<file path="config.mk">
export PLATFORM = sky130hd
export DESIGN_NAME = hazard_stall_unit
export DESIGN_NICKNAME = d
export VERILOG_FILES = /design/src/rtl/hazard_stall_unit_pkg.sv /design/src/rtl/hazard_stall_unit_eq_nonzero_5.sv /design/src/rtl/hazard_stall_unit.sv
export SDC_FILE = /design/constraint.sdc
export NUM_CORES = 1
export LEC_CHECK = 0
export CAP_MARGIN = 20
export CORE_ASPECT_RATIO = 0.9
export CORE_UTILIZATION = 48
export DETAILED_ROUTE_END_ITERATION = 10
export GPL_TIMING_DRIVEN = 0
export PLACE_DENSITY_LB_ADDON = 0.08
export SYNTH_ARGS = -nofsm -noshare
export SYNTH_HDL_FRONTEND = slang
export SYNTH_SLANG_ARGS = --single-unit
</file>
<file path="constraint.sdc">
create_clock -name clk -period 2.5 [get_ports clk]
set_input_delay 0.5 -clock clk [delete_from_list [all_inputs] [get_ports clk]]
set_output_delay 0.5 -clock clk [all_outputs]
set_load 0.05 [all_outputs]
</file>
<file path="src/rtl/hazard_stall_unit_pkg.sv">
// hazard_stall_unit_pkg: shared pipeline types and constants for hazard detection
package hazard_stall_unit_pkg;

    typedef struct packed {
        logic       valid;
        logic [4:0] rd;
        logic       regwrite;
        logic       memread;
    } slot_t;

    typedef enum logic [1:0] {
        HZ_RUN     = 2'd0,
        HZ_STALL_1 = 2'd1,
        HZ_STALL_2 = 2'd2
    } hz_state_t;

    localparam logic [4:0] REG_ZERO = 5'd0;

endpackage

</file>
<file path="src/rtl/hazard_stall_unit_eq_nonzero_5.sv">
// eq_nonzero_5: 5-bit register equality that never matches register zero
module eq_nonzero_5
    import hazard_stall_unit_pkg::*;
(
    input  logic [4:0] a,
    input  logic [4:0] b,
    output logic       eq
);

    assign eq = (a == b) && (a != REG_ZERO);

endmodule

</file>
<file path="src/rtl/hazard_stall_unit.sv">
// hazard_stall_unit: load-use and branch-operand hazard detector with stall counter
module hazard_stall_unit
    import hazard_stall_unit_pkg::*;
#(
    parameter int CNT_W = 16
) (
    input  logic             clk,
    input  logic             reset_n,
    input  logic             id_valid,
    input  logic [4:0]       id_rs,
    input  logic [4:0]       id_rt,
    input  logic             id_uses_rs,
    input  logic             id_uses_rt,
    input  logic             id_is_branch,
    input  logic [4:0]       id_rd,
    input  logic             id_regwrite,
    input  logic             id_memread,
    input  logic             flush,
    output logic             stall,
    output logic             bubble,
    output logic [1:0]       hz_state,
    output logic [CNT_W-1:0] stall_cycles
);

    slot_t     ex_q, mem_q, ex_d;
    hz_state_t state_q, state_d;
    logic      rs_ex_eq, rt_ex_eq, rs_mem_eq, rt_mem_eq;
    logic      hit_ex, hit_mem, load_use, br_hz;

    eq_nonzero_5 u_rs_ex  (.a(id_rs), .b(ex_q.rd),  .eq(rs_ex_eq));
    eq_nonzero_5 u_rt_ex  (.a(id_rt), .b(ex_q.rd),  .eq(rt_ex_eq));
    eq_nonzero_5 u_rs_mem (.a(id_rs), .b(mem_q.rd), .eq(rs_mem_eq));
    eq_nonzero_5 u_rt_mem (.a(id_rt), .b(mem_q.rd), .eq(rt_mem_eq));

    assign hit_ex   = ex_q.valid & ex_q.regwrite & ((id_uses_rs & rs_ex_eq) | (id_uses_rt & rt_ex_eq));
    assign hit_mem  = mem_q.valid & mem_q.regwrite & ((id_uses_rs & rs_mem_eq) | (id_uses_rt & rt_mem_eq));
    assign load_use = hit_ex & ex_q.memread;
    assign br_hz    = id_is_branch & (hit_ex | (hit_mem & mem_q.memread));
    assign stall    = id_valid & ~flush & (load_use | br_hz);
    assign bubble   = stall;
    assign hz_state = state_q;

    // next FSM state and next EX slot; STALL_2 holds if a third stall is requested
    always_comb begin
        state_d = (state_q == HZ_RUN)     ? (stall ? HZ_STALL_1 : HZ_RUN) :
                  (state_q == HZ_STALL_1) ? (stall ? HZ_STALL_2 : HZ_RUN) :
                                            (stall ? HZ_STALL_2 : HZ_RUN);
        ex_d    = (stall | flush | ~id_valid) ? slot_t'('0) :
                  slot_t'({1'b1, id_rd, id_regwrite, id_memread});
    end

    // shadow slots, FSM state and saturating stall counter
    always_ff @(posedge clk) begin
        if (!reset_n) begin
            ex_q         <= '0;
            mem_q        <= '0;
            state_q      <= HZ_RUN;
            stall_cycles <= '0;
        end else begin
            ex_q         <= ex_d;
            mem_q        <= ex_q;
            state_q      <= state_d;
            stall_cycles <= (stall && stall_cycles != {CNT_W{1'b1}}) ? stall_cycles + CNT_W'(1) : stall_cycles;
        end
    end

endmodule
</file>
### After elaboration in Yosys (flattened, before gate mapping)

Index checks and enable logic that the tools add are counted.

| storage, ports and cells | value |
|---|---|
| register bits | 34 |
| bits in latches | 0 |
| memory bits (writable) | 0 |
| ROM bits | 0 |
| input bits | 24 |
| output and inout bits | 20 |
| logic and storage cells | 51 |
| memories kept | 0 |

| cells by class | value |
|---|---|
| add/subtract/negate cells | 1 |
| multipliers | 0 |
| divide/modulo/power cells | 0 |
| order comparisons | 0 |
| eq/ne operators | 5 |
| shift-type cells | 0 |
| multiplexer cells | 4 |
| bitwise logic cells | 22 |
| reductions and logical operators | 9 |

Operators by type and width:

| operator | count |
|---|---|
| 5-bit == test | 4 |
| 16-bit by 1-bit adder with 16-bit output (second input constant) | 1 |
| 16-bit != test (second input constant) | 1 |
| 1-bit bitwise AND | 13 |
| 5-bit nonzero test | 2 |
| 8-bit two-way mux | 1 |
| 1-bit bitwise OR | 6 |
| 1-bit logical AND | 5 |
| 2-bit two-way mux | 2 |
| 1-bit NOT | 3 |
| 2-bit zero test | 1 |
| 2-bit OR reduction | 1 |
| 1-bit two-way mux | 1 |

### Depth between registers and ports, before layout

| depth | value |
|---|---|
| word-level depth | 13 |
| mapped depth | 8 |

### Hierarchy

From an unflattened synthesis, not the netlist that was laid out.

| unflattened totals | value |
|---|---|
| cell total of the unflattened synthesis | 178 |
| area total of the unflattened synthesis | 1661.6 µm² |

By module, submodules not included:

| module | instances | cells each | area an instance (µm²) | sequential area each (µm²) |
|---|---|---|---|---|
| hazard_stall_unit | 1 | 142 | 1381.3 | 680.7 |
| eq_nonzero_5 | 4 | 9 | 70.1 | 0.0 |

### Worst setup path after synthesis

Ideal clock, no wire load.

| timing | value |
|---|---|
| path kind | in2out |
| start point | in id_rs[1] |
| end point | out stall |
| arrival time | 2.485 ns |
| data required time | 2.000 ns |
| setup slack | -0.485 ns |
| cell stages on the path | 8 |
| path buffers | 2 |
| cells stage by stage | or4_1 > o21ai_2 > nor4_1 > o21ai_0 > and2_1 > buf_2 > nor2b_1 > buf_4 |

| between the ends | value |
|---|---|
| longest elaborated chain between the ends | 10 |
| elaborated cells between the ends (all ways) | 17 |

RTL lines:

| element | line | RTL |
|---|---|---|
| from (decl) | hazard_stall_unit.sv:10 | `input logic [4:0] id_rs,` |
| 5-bit == test / 5-bit nonzero test (equally long branches) | hazard_stall_unit_eq_nonzero_5.sv:10 | `assign eq = (a == b) && (a != REG_ZERO);` |
| 1-bit logical AND | hazard_stall_unit_eq_nonzero_5.sv:10 |  |
| 1-bit bitwise AND | hazard_stall_unit.sv:36 | `assign hit_mem = mem_q.valid & mem_q.regwrite & ((id_uses_rs & rs_mem_eq) \| (id_uses_rt & rt_mem_eq));` |
| 1-bit bitwise OR | hazard_stall_unit.sv:36 |  |
| 1-bit bitwise AND | hazard_stall_unit.sv:36 |  |
| 1-bit bitwise AND | hazard_stall_unit.sv:38 | `assign br_hz = id_is_branch & (hit_ex \| (hit_mem & mem_q.memread));` |
| 1-bit bitwise OR | hazard_stall_unit.sv:38 |  |
| 1-bit bitwise AND | hazard_stall_unit.sv:38 |  |
| 1-bit bitwise OR * | hazard_stall_unit.sv:39 | `assign stall = id_valid & ~flush & (load_use \| br_hz);` |
| 1-bit bitwise AND * | hazard_stall_unit.sv:39 |  |
| to (decl) | hazard_stall_unit.sv:19 | `output logic stall,` |

Mark *: on every way between the ends. The rest lies on a longest branch, timed or not.

### Worst setup path after layout

| timing | value |
|---|---|
| start point | in id_rt[2] |
| end point | out stall |

| between the ends | value |
|---|---|
| longest elaborated chain between the ends | 10 |
| elaborated cells between the ends (all ways) | 17 |

RTL lines:

| element | line | RTL |
|---|---|---|
| from (decl) | hazard_stall_unit.sv:11 | `input logic [4:0] id_rt,` |
| 5-bit == test / 5-bit nonzero test (equally long branches) | hazard_stall_unit_eq_nonzero_5.sv:10 |  |
| 1-bit logical AND | hazard_stall_unit_eq_nonzero_5.sv:10 |  |
| 1-bit bitwise AND | hazard_stall_unit.sv:36 |  |
| 1-bit bitwise OR | hazard_stall_unit.sv:36 |  |
| 1-bit bitwise AND | hazard_stall_unit.sv:36 |  |
| 1-bit bitwise AND | hazard_stall_unit.sv:38 |  |
| 1-bit bitwise OR | hazard_stall_unit.sv:38 |  |
| 1-bit bitwise AND | hazard_stall_unit.sv:38 |  |
| 1-bit bitwise OR * | hazard_stall_unit.sv:39 |  |
| 1-bit bitwise AND * | hazard_stall_unit.sv:39 |  |

Marked as above.

==> run_results.csv <==
group,metric,value,unit
pwr,p_leak,1.02,nW
global_route,grt_max_degree,11,
synth,yosysTopAreaCell,"dfxtp_1",
synth,syn_area,0.00165,mm²
pwr,clkPwrFrac,38.1,%
timing,skew,0.00240,ns
pwr,power.density_cell_area,448,mW/mm²
outcome,status,"finished, violations left",
global_route,antenna_found_initial,0,
pwr,netSwitchingFraction,22.8,%
synth,synth.distinct_cells,31,
cts,cts_sinks,34,
outcome,violations,"negative setup slack",
synth,avgSynthCellArea,8.79,µm²
cts,tritoncts,"yes",
worst_setup_path,crit_fanout,3,
route,drt_wl_total,4.12,mm
timing,period_share,105,%
global_route,grt_pass1_wl,6.84,mm
pwr,p_int,0.000828,W
timing,hold_slack,0.466,ns
cts,cts_buffers,5,
route,wl_met1,1.66,mm
final_layout,final_layout_size_suffix_gt1_share,16.1,%
floorplanning,die_x,63.9,µm
global_route,gr-total-overflow,0,
route,wl_met2,2.16,mm
pwr,combPwrFrac,10.4,%
route,viasPerCell,5.33,
worst_setup_path,crit_arrival,2.13,ns
final_layout,antenna_cells,0,
timing,tightestPinTransition,0.505,ns
cts,clock-root-buffer,"clkbuf_8",
final_layout,num-fill-cells,228,
worst_setup_path,end_kind,"output port",
final_layout,multiInputGateArea,0.00100,mm²
worst_setup_path,crit_path_start_kind,"input port",
final_layout,utilization,75.7,%
placed_design,routabilityCongestion,0.886,
cts,htreeDepth,2,
route,drt-wirelength-per-cell,14.2,µm
route,route.met3.wl,235,µm
synth,ys_warn_count,0,
global_route,grt_usage,24.2,%
synth,syn_nets,213,
final_layout,layout.nets,272,
placed_design,hpwlAfterDp,2.73,mm
pwr,ir_drop,331,µV
route,firstDrtPassIters,4,
final_layout,syn2layout_area_growth,44.7,%
route,remaining_drc_errors,0,
timing,rsz0062_at_grt,"yes",
timing,worst_slack,-0.130,ns
cts,clk_latency,0.28,ns
pwr,p_seq_share,51.5,%
synth,ys_ff_latch,34,
floorplanning,initial_core_util,52.3,%
timing,finalWorstPathRequiredPeriod,2.63,ns
cts,cts_max_path_buffers,2,
floorplanning,ioPinCount,44,
final_layout,design_area,0.00239,mm²
hold_path,hold_class,"reg2reg",
global_route,grt_pass1_vias,1579,
route,dr_total_vias,1546,
synth,synth.yosys.seq_area_share,41.2,%
synth,netlist_instances,188,
synth,yosys.area.top_type_share,41.2,%
synth,synth_area_leaders,"dfxtp_1 (41%), xnor2_1 (6.9%), xor2_1 (6.4%), mux2i_1 (6.1%), and2_1 (5.3%)",
final_layout,regArea,681,µm²
placed_design,numPortBuffers,43,
route,top_layer_used,"met4",
timing,setup_viol,2,
floorplanning,rows,19,
pwr,switchingPower,0.000244,W
cts,holdBufCountCts,0,
timing,final_hold_viol_count,0,
placed_design,placed_cell_area,0.00214,mm²
timing,max_freq,380,MHz
worst_setup_path,cp.required,2.00,ns
cts,clk_pin_slew,0.06,ns
route,ant_nets,0,
worst_setup_path,path_class,"in2out",
route,drt_iter0_drc,61,
timing,max_slew_margin,66.2,%
floorplanning,die_y,57.7,µm
timing,setup_tns,-0.196,ns
timing,maxSlewViolCount,0,
floorplanning,die_area,0.00368,mm²
flow_run,maxCapViolCount,0,
floorplanning,fp.coreArea,0.00316,mm²
[final cells by class]
cell class	instances	area share [%]
multi-input combinational	138	41.8
sequential	34	28.5
timing repair buffer	52	20.6
clock buffer	7	3.61
tap	42	2.20
inverter	11	1.73
buffer	5	1.41
clock inverter	1	0.209
[through the flow]
stage,cells,worst slack (ns),power [W]
global placement,273,-1.14,0.000653
detailed placement,273,-1.23,0.000656
CTS,289,-0.0797,0.00107
finish,290,-0.130,0.00107
floorplan,188,0.0400,0.000602
global route,290,-0.187,0.00111
[what timing repair did]
| action | in CTS | in global routing |
|---|---|---|
| pin swaps | 16 | 9 |
| endpoints found under the setup margin | 23 | 6 |
| gates resized for setup | 81 | 4 |
| buffers inserted | 8 | 1 |
[cells in the final DEF, fill, tap and decap left out, types with 2 or more instances in the layout]
master / netlist / final
dfxtp_1: 34 / 34
clkdlybuf4s50_1: 0 / 29
and2_1: 14 / 14
nand2_1: 14 / 14
xnor2_1: 13 / 13
xor2_1: 12 / 12
nand3_1: 12 / 12
inv_1: 11 / 11
nor2_1: 10 / 10
mux2i_1: 10 / 10
buf_4: 1 / 10
nand2b_1: 9 / 9
and3_1: 8 / 8
clkbuf_8: 0 / 6
buf_2: 1 / 6
nor4_4: 0 / 4
nand4_1: 4 / 4
clkbuf_1: 3 / 4
buf_8: 0 / 4
buf_6: 0 / 3
nor2b_1: 4 / 3
nor4_1: 7 / 3
a21oi_1: 3 / 3
or4_4: 0 / 2
o21ai_4: 0 / 2
o21ai_1: 1 / 2
o2111ai_1: 2 / 2
and3b_1: 2 / 2
dlymetal6s2s_1: 0 / 2
[critical path, cell delays in order]
cell and delay, ns:
buf_8 0.09, or4_4 0.53, o21ai_4 0.20, nor4_4 0.08
o21ai_1 0.15, and2_1 0.17, buf_6 0.11, nor2b_4 0.04
buf_6 0.11, buf_8 0.14
[logic make-up after synthesis]
logic type / after synthesis / synth area share, %
AOI/OAI and AO/OA: 13 / 5.22
xor gates and xnor gates: 25 / 13.2
adders and majority gates: 1 / 0.757
buffers and inverters: 16 / 3.94
DFF: 34 / 41.2
muxes: 10 / 6.06
and+or+nand+nor: 89 / 29.6
[layer usage]
metal,vias to the layer above,GRT usage [%]
met4,0,9.74
met5,-,0
met2,51,45.7
met3,7,5.71
li1,750,-
met1,738,26.0
[power by group through the flow]
stage               Sequential, W  Clock [W]  Combinational, W
floorplan                0.000563          0         0.0000387
detailed placement       0.000564          0         0.0000917
global route             0.000552   0.000438          0.000120
finish                   0.000552   0.000408          0.000111
CTS                      0.000552   0.000407          0.000107
global placement         0.000564          0         0.0000892
[flip-flops by register name, indices dropped and copies added, names as in the netlist]
| signal | flops |
|---|---|
| ex_q | 8 |
| hz_state | 2 |
| mem_q | 8 |
| stall_cycles | 16 |
[cell usage after synthesis]
cell type and number:
a21boi_0 1, a21boi_1 1, a21oi_1 3, and2_1 14, and3_1 8, and3b_1 2, buf_2 1, buf_4 1
clkbuf_1 3, dfxtp_1 34, ha_1 1, inv_1 11, mux2i_1 10, nand2_1 14, nand2_2 1, nand2b_1 9
nand3_1 12, nand4_1 4, nor2_1 10, nor2b_1 4, nor3_1 1, nor4_1 7, o2111ai_1 2, o211ai_1 1
o21ai_0 2, o21ai_1 1, o21ai_2 1, o31ai_1 1, or4_1 3, xnor2_1 13, xor2_1 12
[final timing paths]
path / startpoint / end / slack [ns] / cells after the start
setup / recovery: id_rt[2] / stall / -0.13 / 10
hold / removal: ex_q[0] / mem_q[0] / 0.47 / 1
setup reg to reg: ex_q[4] / stall_cycles[6] / 0.37 / 9
hold reg to reg: ex_q[0] / mem_q[0] / 0.47 / 1
(Power assumes the default switching activity.)
